==> src/rtl/ddu_ctrl.sv <==
// ddu_ctrl: board-side debug/display unit for the multicycle CPU.
//   Drives the CPU's cont/run/ddu_addr from switches and debounced buttons, and
//   shows mem_data or reg_data on an 8-digit multiplexed hex display plus 16 LEDs.
// Ports:
//   clk, rst_n           system clock, async active-low reset
//   cont_sw              raw switch, 1 = continuous run
//   step/inc/dec_btn     raw buttons: single step, ddu_addr +1, ddu_addr -1
//   mem_sel              display source, 1 = mem_data, 0 = reg_data
//   mem_data/reg_data/pc words returned by the CPU
//   cont, run, ddu_addr  to CPU
//   seg, an              active-low segments {g..a} and one-hot digit anodes
//   led                  {ddu_addr[7:0], pc[9:2]}, registered

// Debounce one synchronized button level; emits a one-cycle pulse on each
// accepted rising edge.
module ddu_debounce #(
  parameter int DB_W = 20
) (
  input  logic clk,
  input  logic rst_n,
  input  logic s,
  output logic pulse
);
  logic [DB_W-1:0] cnt;
  logic            lvl;

  always_ff @(posedge clk or negedge rst_n) begin
    if (!rst_n) begin
      cnt   <= '0;
      lvl   <= 1'b0;
      pulse <= 1'b0;
    end else begin
      pulse <= 1'b0;
      if (s == lvl) begin
        cnt <= '0;
      end else if (cnt == {DB_W{1'b1}}) begin
        // level held for 2^DB_W cycles: accept it; pulse only on a rise
        lvl   <= s;
        cnt   <= '0;
        pulse <= s;
      end else begin
        cnt <= cnt + 1'b1;
      end
    end
  end
endmodule

module ddu_ctrl #(
  parameter int DB_W   = 20,
  parameter int SCAN_W = 18
) (
  input  logic        clk,
  input  logic        rst_n,
  input  logic        cont_sw,
  input  logic        step_btn,
  input  logic        inc_btn,
  input  logic        dec_btn,
  input  logic        mem_sel,
  input  logic [31:0] mem_data,
  input  logic [31:0] reg_data,
  input  logic [31:0] pc,
  output logic        cont,
  output logic        run,
  output logic [31:0] ddu_addr,
  output logic [6:0]  seg,
  output logic [7:0]  an,
  output logic [15:0] led
);
  // bit 0 = cont_sw, 1 = step, 2 = inc, 3 = dec
  logic [3:0]        sync1, sync2;
  logic [2:0]        btn_pulse;   // {dec, inc, step}
  logic [7:0]        addr8;
  logic [31:0]       disp;
  logic [SCAN_W-1:0] scan;
  logic [2:0]        k;
  logic [3:0]        nib;
  logic              unused_ok;

  assign unused_ok = ^{pc[31:10], pc[1:0]};

  always_ff @(posedge clk or negedge rst_n) begin
    if (!rst_n) begin
      sync1 <= '0;
      sync2 <= '0;
    end else begin
      sync1 <= {dec_btn, inc_btn, step_btn, cont_sw};
      sync2 <= sync1;
    end
  end

  ddu_debounce #(.DB_W(DB_W)) u_db [2:0] (
    .clk   (clk),
    .rst_n (rst_n),
    .s     (sync2[3:1]),
    .pulse (btn_pulse)
  );

  // Switch is not debounced; a step pulse arriving in continuous mode is
  // simply absorbed by the OR, so nothing is queued.
  assign cont = sync2[0];
  assign run  = cont | btn_pulse[0];

  always_ff @(posedge clk or negedge rst_n) begin
    if (!rst_n) begin
      addr8 <= '0;
    end else begin
      case (btn_pulse[2:1])
        2'b01:   addr8 <= addr8 + 8'd1;
        2'b10:   addr8 <= addr8 - 8'd1;
        default: addr8 <= addr8;        // none, or inc+dec cancel
      endcase
    end
  end

  assign ddu_addr = {24'd0, addr8};

  always_ff @(posedge clk or negedge rst_n) begin
    if (!rst_n) begin
      led  <= '0;
      disp <= '0;
      scan <= '0;
    end else begin
      led  <= {addr8, pc[9:2]};
      disp <= mem_sel ? mem_data : reg_data;
      scan <= scan + 1'b1;
    end
  end

  assign k   = scan[SCAN_W-1 -: 3];
  assign an  = ~(8'd1 << k);
  assign nib = disp[{k, 2'b00} +: 4];

  always_comb begin
    seg = 7'b1111111;
    case (nib)
      4'h0: seg = 7'b1000000;
      4'h1: seg = 7'b1111001;
      4'h2: seg = 7'b0100100;
      4'h3: seg = 7'b0110000;
      4'h4: seg = 7'b0011001;
      4'h5: seg = 7'b0010010;
      4'h6: seg = 7'b0000010;
      4'h7: seg = 7'b1111000;
      4'h8: seg = 7'b0000000;
      4'h9: seg = 7'b0010000;
      4'hA: seg = 7'b0001000;
      4'hB: seg = 7'b0000011;
      4'hC: seg = 7'b1000110;
      4'hD: seg = 7'b0100001;
      4'hE: seg = 7'b0000110;
      4'hF: seg = 7'b0001110;
      default: seg = 7'b1111111;
    endcase
  end
endmodule

==> config.mk <==
export PLATFORM = sky130hd
export DESIGN_NAME = ddu_ctrl
export DESIGN_NICKNAME = d
export VERILOG_FILES = /design/src/rtl/ddu_ctrl.sv
export SDC_FILE = /design/constraint.sdc
export NUM_CORES = 1
export LEC_CHECK = 0
export ABC_AREA = 1
export BUFFER_PORTS_ARGS = -buffer_cell sky130_fd_sc_hd__buf_2
export CAP_MARGIN = 15
export CORE_MARGIN = 2
export CORE_UTILIZATION = 55
export CTS_CLUSTER_DIAMETER = 200
export DETAILED_ROUTE_END_ITERATION = 8
export HOLD_SLACK_MARGIN = 0.08
export PLACE_DENSITY_LB_ADDON = 0.25
export RECOVER_POWER = 100
export SYNTH_ARGS = -nofsm -noshare
export SYNTH_HDL_FRONTEND = slang
export SYNTH_HIERARCHICAL = 1
export SYNTH_SLANG_ARGS = --single-unit
==> constraint.sdc <==
create_clock -name clk -period 2.4 [get_ports clk]
set_input_delay 0.12 -clock clk [delete_from_list [all_inputs] [get_ports clk]]
set_output_delay 0.12 -clock clk [all_outputs]
set_load 0.03 [all_outputs]
==> results of run 1 <==
-- logic make-up after synthesis --
family / after synthesis / synth area share [%]
simple gates: 520 / 32.3
xor+xnor: 48 / 5.47
mux: 32 / 4.45
flops: 148 / 45.7
other cells: 1 / 0.0463
fa+ha+maj: 12 / 1.85
compound gates: 30 / 2.04
buf+inv: 146 / 8.13
-- final cells by class --
class	count	area share (%)
Antenna cell	1	0.0245
Clock buffer	21	4.62
Clock inverter	9	1.26
Inverter	114	4.25
Multi-Input combinational cell	666	36.8
Sequential cell	148	36.4
Tap cell	184	2.26
Timing Repair Buffer	209	14.4
-- sequential cells by signal, indices dropped and copies added (netlist names) --
register / cells
u_db/cnt: 60
disp: 32
scan: 18
led: 16
addr8: 8
sync1: 4
sync2: 4
u_db/lvl: 3
u_db/pulse: 3
-- cell usage after synthesis (2+ instances only) --
library cell and number:
nor2_8 3, or2_2 3, nor3_1 2, dfrtp_1 148, xnor2_1 20, nand3_1 66
xor2_1 25, nand3_2 7, o211ai_1 3, buf_4 26, nor2_1 73, a21oi_1 15
nand2_4 4, inv_2 10, o21ai_0 8, nand4_1 7, nand2_8 3, mux2_2 32
nand2_1 267, xor2_2 3, nor3_2 2, nand2_2 18, nor3_4 6, nor2_4 10
nand3b_1 2, ha_1 12, and2_1 3, inv_1 103, buf_2 4, nand3_4 3
nor2_2 40
-- critical path: cells and delay by family, from the launching register on --
family	cells	cell delay [ns]
flip-flops	1	0.47
AND/OR/NAND/NOR	7	0.70
AO/OA/AOI/OAI	1	0.17
adder cells (fa/ha/maj)	1	0.20
buffers and inverters	3	0.41
-- timing repair --
action / CTS / global route
pin swaps: 0 / 7
setup endpoints to repair: 7 / 8
endpoints found under the hold margin: 117 / 0
resized for setup: 8 / 40
gates cloned: 0 / 1
hold buffers: 77 / 0
setup buffers: 2 / 5
-- path summary, 6_finish.rpt --
check | from | end | slack [ns]
setup / recovery | scan[15]$_DFF_PN0_ | seg[5] | -0.12
hold / removal | pc[8] | led[6]$_DFF_PN0_ | 0.34
setup reg to reg | u_db[1]/cnt[0]$_DFF_PN0_ | u_db[1]/cnt[19]$_DFF_PN0_ | 0.25
hold reg to reg | sync1[3]$_DFF_PN0_ | sync2[3]$_DFF_PN0_ | 0.35
max in group asynchronous | rst_n | scan[15]$_DFF_PN0_ | 0.38
min in group asynchronous | rst_n | led[4]$_DFF_PN0_ | 0.76
-- through the flow --
| step | cells | hold slack, ns | setup WS [ns] |
|---|---|---|---|
| after global placement | 1236 | 0.190 | 0.340 |
| after floorplan | 960 | -0.176 | 0.542 |
| after global routing | 1352 | 0.330 | -0.212 |
| after detailed placement | 1236 | 0.196 | 0.265 |
| final | 1352 | 0.337 | -0.118 |
| after CTS | 1345 | 0.294 | 0.00547 |
-- metal layers --
metal  track usage [%]  up-vias  part of all wire (%)
li1                  -     3300                     -
met1              29.6     3192                    42
met2              40.9      230                    51
met3              5.26       53                   4.3
met4              11.2        0                   2.9
met5                 0        -                     0
-- report_power, final --
group | switching, mW | leakage [nW] | internal (mW)
Sequential | 0.0404 | 1.93 | 2.56
Clock | 1.01 | 0.291 | 1.70
Combinational | 0.341 | 2.89 | 0.268
==> results.md, run 1 <==
- CTS tree: yes
- Drt first pass iters: 5
- Layout cells sized above 1: a little under a quarter
- Leak: between 5 and 6 nW
- Share of the synthesized area in the top cell type: around 46%
- Clock Tree Buf Depth: 2
- Area of the multi-input gates: 3750 sq um
- Synth Flop Type: dfrtp_1
- TritonCTS buffer count: 17
- Critical path peak fanout: 6
- # IOs: about 170
- CP dominant cell by count: nand2_1
- Setup tns final: -0.548 ns
- CTS root buf: clkbuf_16
- Clock sink total: 148
- Global-route wire length before repair: 30700 um
- Final Cell Area: just over 10000 sq um
- Initial antenna violation count: 1
- Synth warn: 6
- Avg Cell Area, Syn: 8.64 sq um
- Worst setup SP type: flop
- Synth cell types: 40
- Fin. max-slew vios: 75
- Die Ht: ~130 um
- Worst path max stage delay: about 0.47 ns
- Critical-path cell list: buf_6, o21ai_4, nand2_1, nand4_1, nand2_4, inv_2, ha_2, nand3_2, nand2_1, nand2_1, nand2_1, buf_4
- R2R depth: 8
- Drc violations: 0
- Sequential share of the synthesized area: between 40% and 50%
- Max H-tree Level: 4
- Synth area leaders: dfrtp_1, nand2_1, inv_1, mux2_2, nand3_1
- EDFF count, synth: 0
- Status: complete, but fails checks
- Final setup viols: 6
- Peak VDD IR: 0.000500 V
- DR iter-0 viols: about 500
- Worst slew pin tran: around 1.8 ns
- Vias in the first global route: 6701
- Starting density of the core: between 50 and 60%
- PnR Total Power: just under 6 mW
- Final cycle utilization of the critical path: 105%
- DRT antenna net count: 0
- Vias post-DR: ~6.8k
- CP Capture Type: primary output
- Most common cell after layout, fill and taps aside: nand2_1
- Overflow after GRT: 0
- Vias/cell: between 5 and 6
- F_max: just under 0.4 GHz
- Clk_lat worst skew: 0.42 ns
- Final #Nets: 1271
- Failing checks: max-capacitance violations, max-slew violations, negative setup slack
- Fill cells: around 1.1k
- Number of synthesized register bits: 148
- GP Congestion: 0.873
- Area leader, netlist: dfrtp_1
- Input/output buffers: 119
- Arrival @ worst endpoint: about 2.4 ns
- Row Count: 44
- Area of the die: between 15000 and 20000 sq um
- Hold/Removal Path Class: in2reg
- Clk slew on worst S/H paths: 0.06 ns
- Mapped cell area: roughly 8100 sq um
- Final WL: ~19000 um
- Pwr Density: 581 nW/um^2
- Chip Width: between 100 and 150 um
- Post-synthesis instance total: 937
- Max Cap Viol: 1
- Area Overhead vs Synth: 25.9%
- CP max-delay cell: dfrtp_2
- Unrepaired setup endpoints after global routing: yes
- Pin count of the biggest net entering global routing: between 70 and 80
- Setup CP Type: reg2out
- Core Area: 14500 sq um
- Total global-route track usage: roughly a quarter
- Most frequent cells in the layout: nand2_1, dfrtp_1, inv_1
- WL/cell: 14.3 um
- CP required: between 2 and 2.5 ns
- Post-synth ARST share: between 90% and 100%
- Tmin final: between 2 and 3 ns
- Placed cell area: roughly 8800 sq um
- Final hold vios: 0
- Sequential cell area: 3710 sq um
- Final WS setup: -0.118 ns
- Hold depth: 2
- Post-DP HPWL: between 10000 and 15000 um
- Final cell utilization of the core: a little over 70%
- Worst slew margin: -23.3%
- Post-Route Skew: 0.00713 ns
No activity file was read; power rests on OpenSTA's default activity.
==> inputs of run 2 (changes only) <==
Settings changed: MAX_ROUTING_LAYER set to met4.
==> run 2 against run 1 <==
The run still ends with max-capacitance violations, max-slew violations, negative setup slack left; first-iteration DRC count is 9.2% lower; sequential power hardly changed; non-clock buffer count stayed put; cell area stayed put; clock skew is 0.0016 ns lower; worst hold slack worse by 0.0020 ns; combinational power hardly changed; flip-flop and latch count stayed put; register-to-register slack hardly changed; wire length hardly changed; critical path type unchanged.
==> results.md, run 2 (synthesized netlist as in run 1, its figures left out) <==
- Status: complete, but fails checks
- Failing checks: max-capacitance violations, max-slew violations, negative setup slack
- Tmin final: between 2 and 3 ns
- Hold_sp: pc[8]
- Worst Hold End: led[6]$_DFF_PN0_
- Final #Nets: 1271
- WL/cell: around 14 um
- Peak VDD IR: around 0.00050 V
- DR iter-0 viols: around 450
- Vias/cell: 5.01
- Drt first pass iters: 5
- Area of the die: 15700 sq um
- Area Overhead vs Synth: 25.9%
- Post-Route Skew: between 0.005 and 0.006 ns
- Clk slew on worst S/H paths: roughly 0.060 ns
- Setup CP Type: reg2out
- Final WL: approximately 19000 um
- Sequential cell area: roughly 3700 sq um
- CTS root buf: clkbuf_16
- Most frequent cells in the layout: nand2_1, dfrtp_1, inv_1
- CP required: 2.28 ns
- Unrepaired setup endpoints after global routing: yes
- Layout cells sized above 1: 23.1%
- Final cycle utilization of the critical path: 106%
- Hold WS: between 0.3 and 0.4 ns
- Biggest register: u_db/cnt
- Crit path from: scan[15]$_DFF_PN0_
- Max Cap Viol: 1
- Worst slew margin: -23.0%
- Final hold vios: 0
- Arrival @ worst endpoint: 2.41 ns
- Fill cells: approximately 1.1k
- Number of flip-flops in the largest register: 60
- Pwr Density: about 580 nW/um^2
- Row Count: 44
- Input/output buffers: between 100 and 150
- Area of the multi-input gates: roughly 3700 sq um
- TritonCTS buffer count: 17
- R2R setup slack: 0.24 ns
- Starting density of the core: between 50% and 60%
- Final setup viols: 6
- Hold/Removal Path Class: in2reg
- GP Congestion: just under 0.9
- Worst r2r src: u_db[1]/cnt[0]$_DFF_PN0_
- Vias in the first global route: ~6.7k
- R2R depth: 8
- Clk_lat worst skew: 0.42 ns
- Core Area: approximately 14000 sq um
- Leak: approximately 5.1 nW
- Critical path peak fanout: 6
- Worst slew pin tran: 1.85 ns
- Drc violations: 0
- PnR Total Power: around 6 mW
- Clock Tree Buf Depth: 2
- Total global-route track usage: between 20 and 25%
- R2r endpoint: u_db[1]/cnt[19]$_DFF_PN0_
- Die Ht: 125 um
- Regs by FF count: u_db/cnt: 60 flops, disp: 32 flops, scan: 18 flops
- Max H-tree Level: 4
- Clock sink total: between 100 and 150
- Vias post-DR: between 6k and 7k
- Global-route wire length before repair: a little over 30000 um
- Initial antenna violation count: 1
- Overflow after GRT: 0
- Post-Place Worst Slack: between 0.2 and 0.3 ns
- Most common cell after layout, fill and taps aside: nand2_1
- Final cell utilization of the core: a little over two thirds
- Chip Width: ~130 um
- DRT antenna net count: 0
- Worst setup SP type: flop
- CTS tree: yes
- Pin count of the biggest net entering global routing: 76
- F_max: a little under 0.4 GHz
- Post-DP HPWL: ~12000 um
- Final WS setup: -0.132 ns
- CP Capture Type: primary output
- Hold depth: 2
- Fin. max-slew vios: 75
- # IOs: between 150 and 200
[run 2: cell counts in the layout (fill, tap and decap cells not counted)]
No cell type changed its count.
[run 2: routing by layer]
metal,global-route usage (%),vias to the layer above,part of all wire [%]
met5,-,-,0
li1,-,3302,-
met4,11.2,0,3.0
met1,29.7,3200,41
met3,5.22,60,4.6
met2,40.8,212,51
[run 2: worst max path at each step]
| stage | end | slack, ns |
|---|---|---|
| final | seg[5] | -0.13 |
| after global routing | seg[3] | -0.22 |
| after CTS | seg[5] | 0.005 |
| after detailed placement | addr8[7]$_DFFE_PN0P_ | 0.27 |
| after global placement | addr8[5]$_DFFE_PN0P_ | 0.34 |
| after floorplan | seg[2] | 0.54 |
[run 2: timing repair]
| action | 4_1_cts | 5_1_grt |
|---|---|---|
| setup buffers | 2 | 5 |
| cloned | 0 | 1 |
| gates resized for setup | 8 | 40 |
| hold buffers | 77 | 0 |
| pin swaps | 0 | 7 |
| setup endpoints to repair | 7 | 8 |
| hold endpoints to repair | 117 | 0 |
[run 2: cell type report]
type / count / area share (%)
inverter: 114 / 4.25
antenna: 1 / 0.0245
tap: 184 / 2.26
sequential: 148 / 36.4
clock inverter: 9 / 1.26
timing repair buffer: 209 / 14.4
multi-input combinational: 666 / 36.8
clock buffer: 21 / 4.62
[run 2: through the flow]
| stage | TNS [ns] | instances | instance area (sq um) |
|---|---|---|---|
| after global routing | -1.36 | 1352 | 10200 |
| after CTS | 0 | 1345 | 10200 |
| after floorplan | 0 | 960 | 8190 |
| final | -0.621 | 1352 | 10200 |
| after global placement | 0 | 1236 | 8840 |
| after detailed placement | 0 | 1236 | 8840 |
[run 2: worst max-delay path, stage by stage (launching register included)]
cell and delay (ns):
dfrtp_2 0.47, buf_6 0.17, o21ai_4 0.18, nand2_1 0.10
nand4_1 0.18, nand2_4 0.12, inv_2 0.10, ha_2 0.20
nand3_2 0.11, nand2_1 0.09, nand2_1 0.05, nand2_1 0.06
buf_4 0.15
[run 2: where the power goes]
part | switching, mW | total (mW) | internal, mW
registers | 0.0404 | 2.60 | 2.56
logic | 0.341 | 0.610 | 0.268
clock network | 1.01 | 2.71 | 1.70
total | 1.39 | 5.92 | 4.53
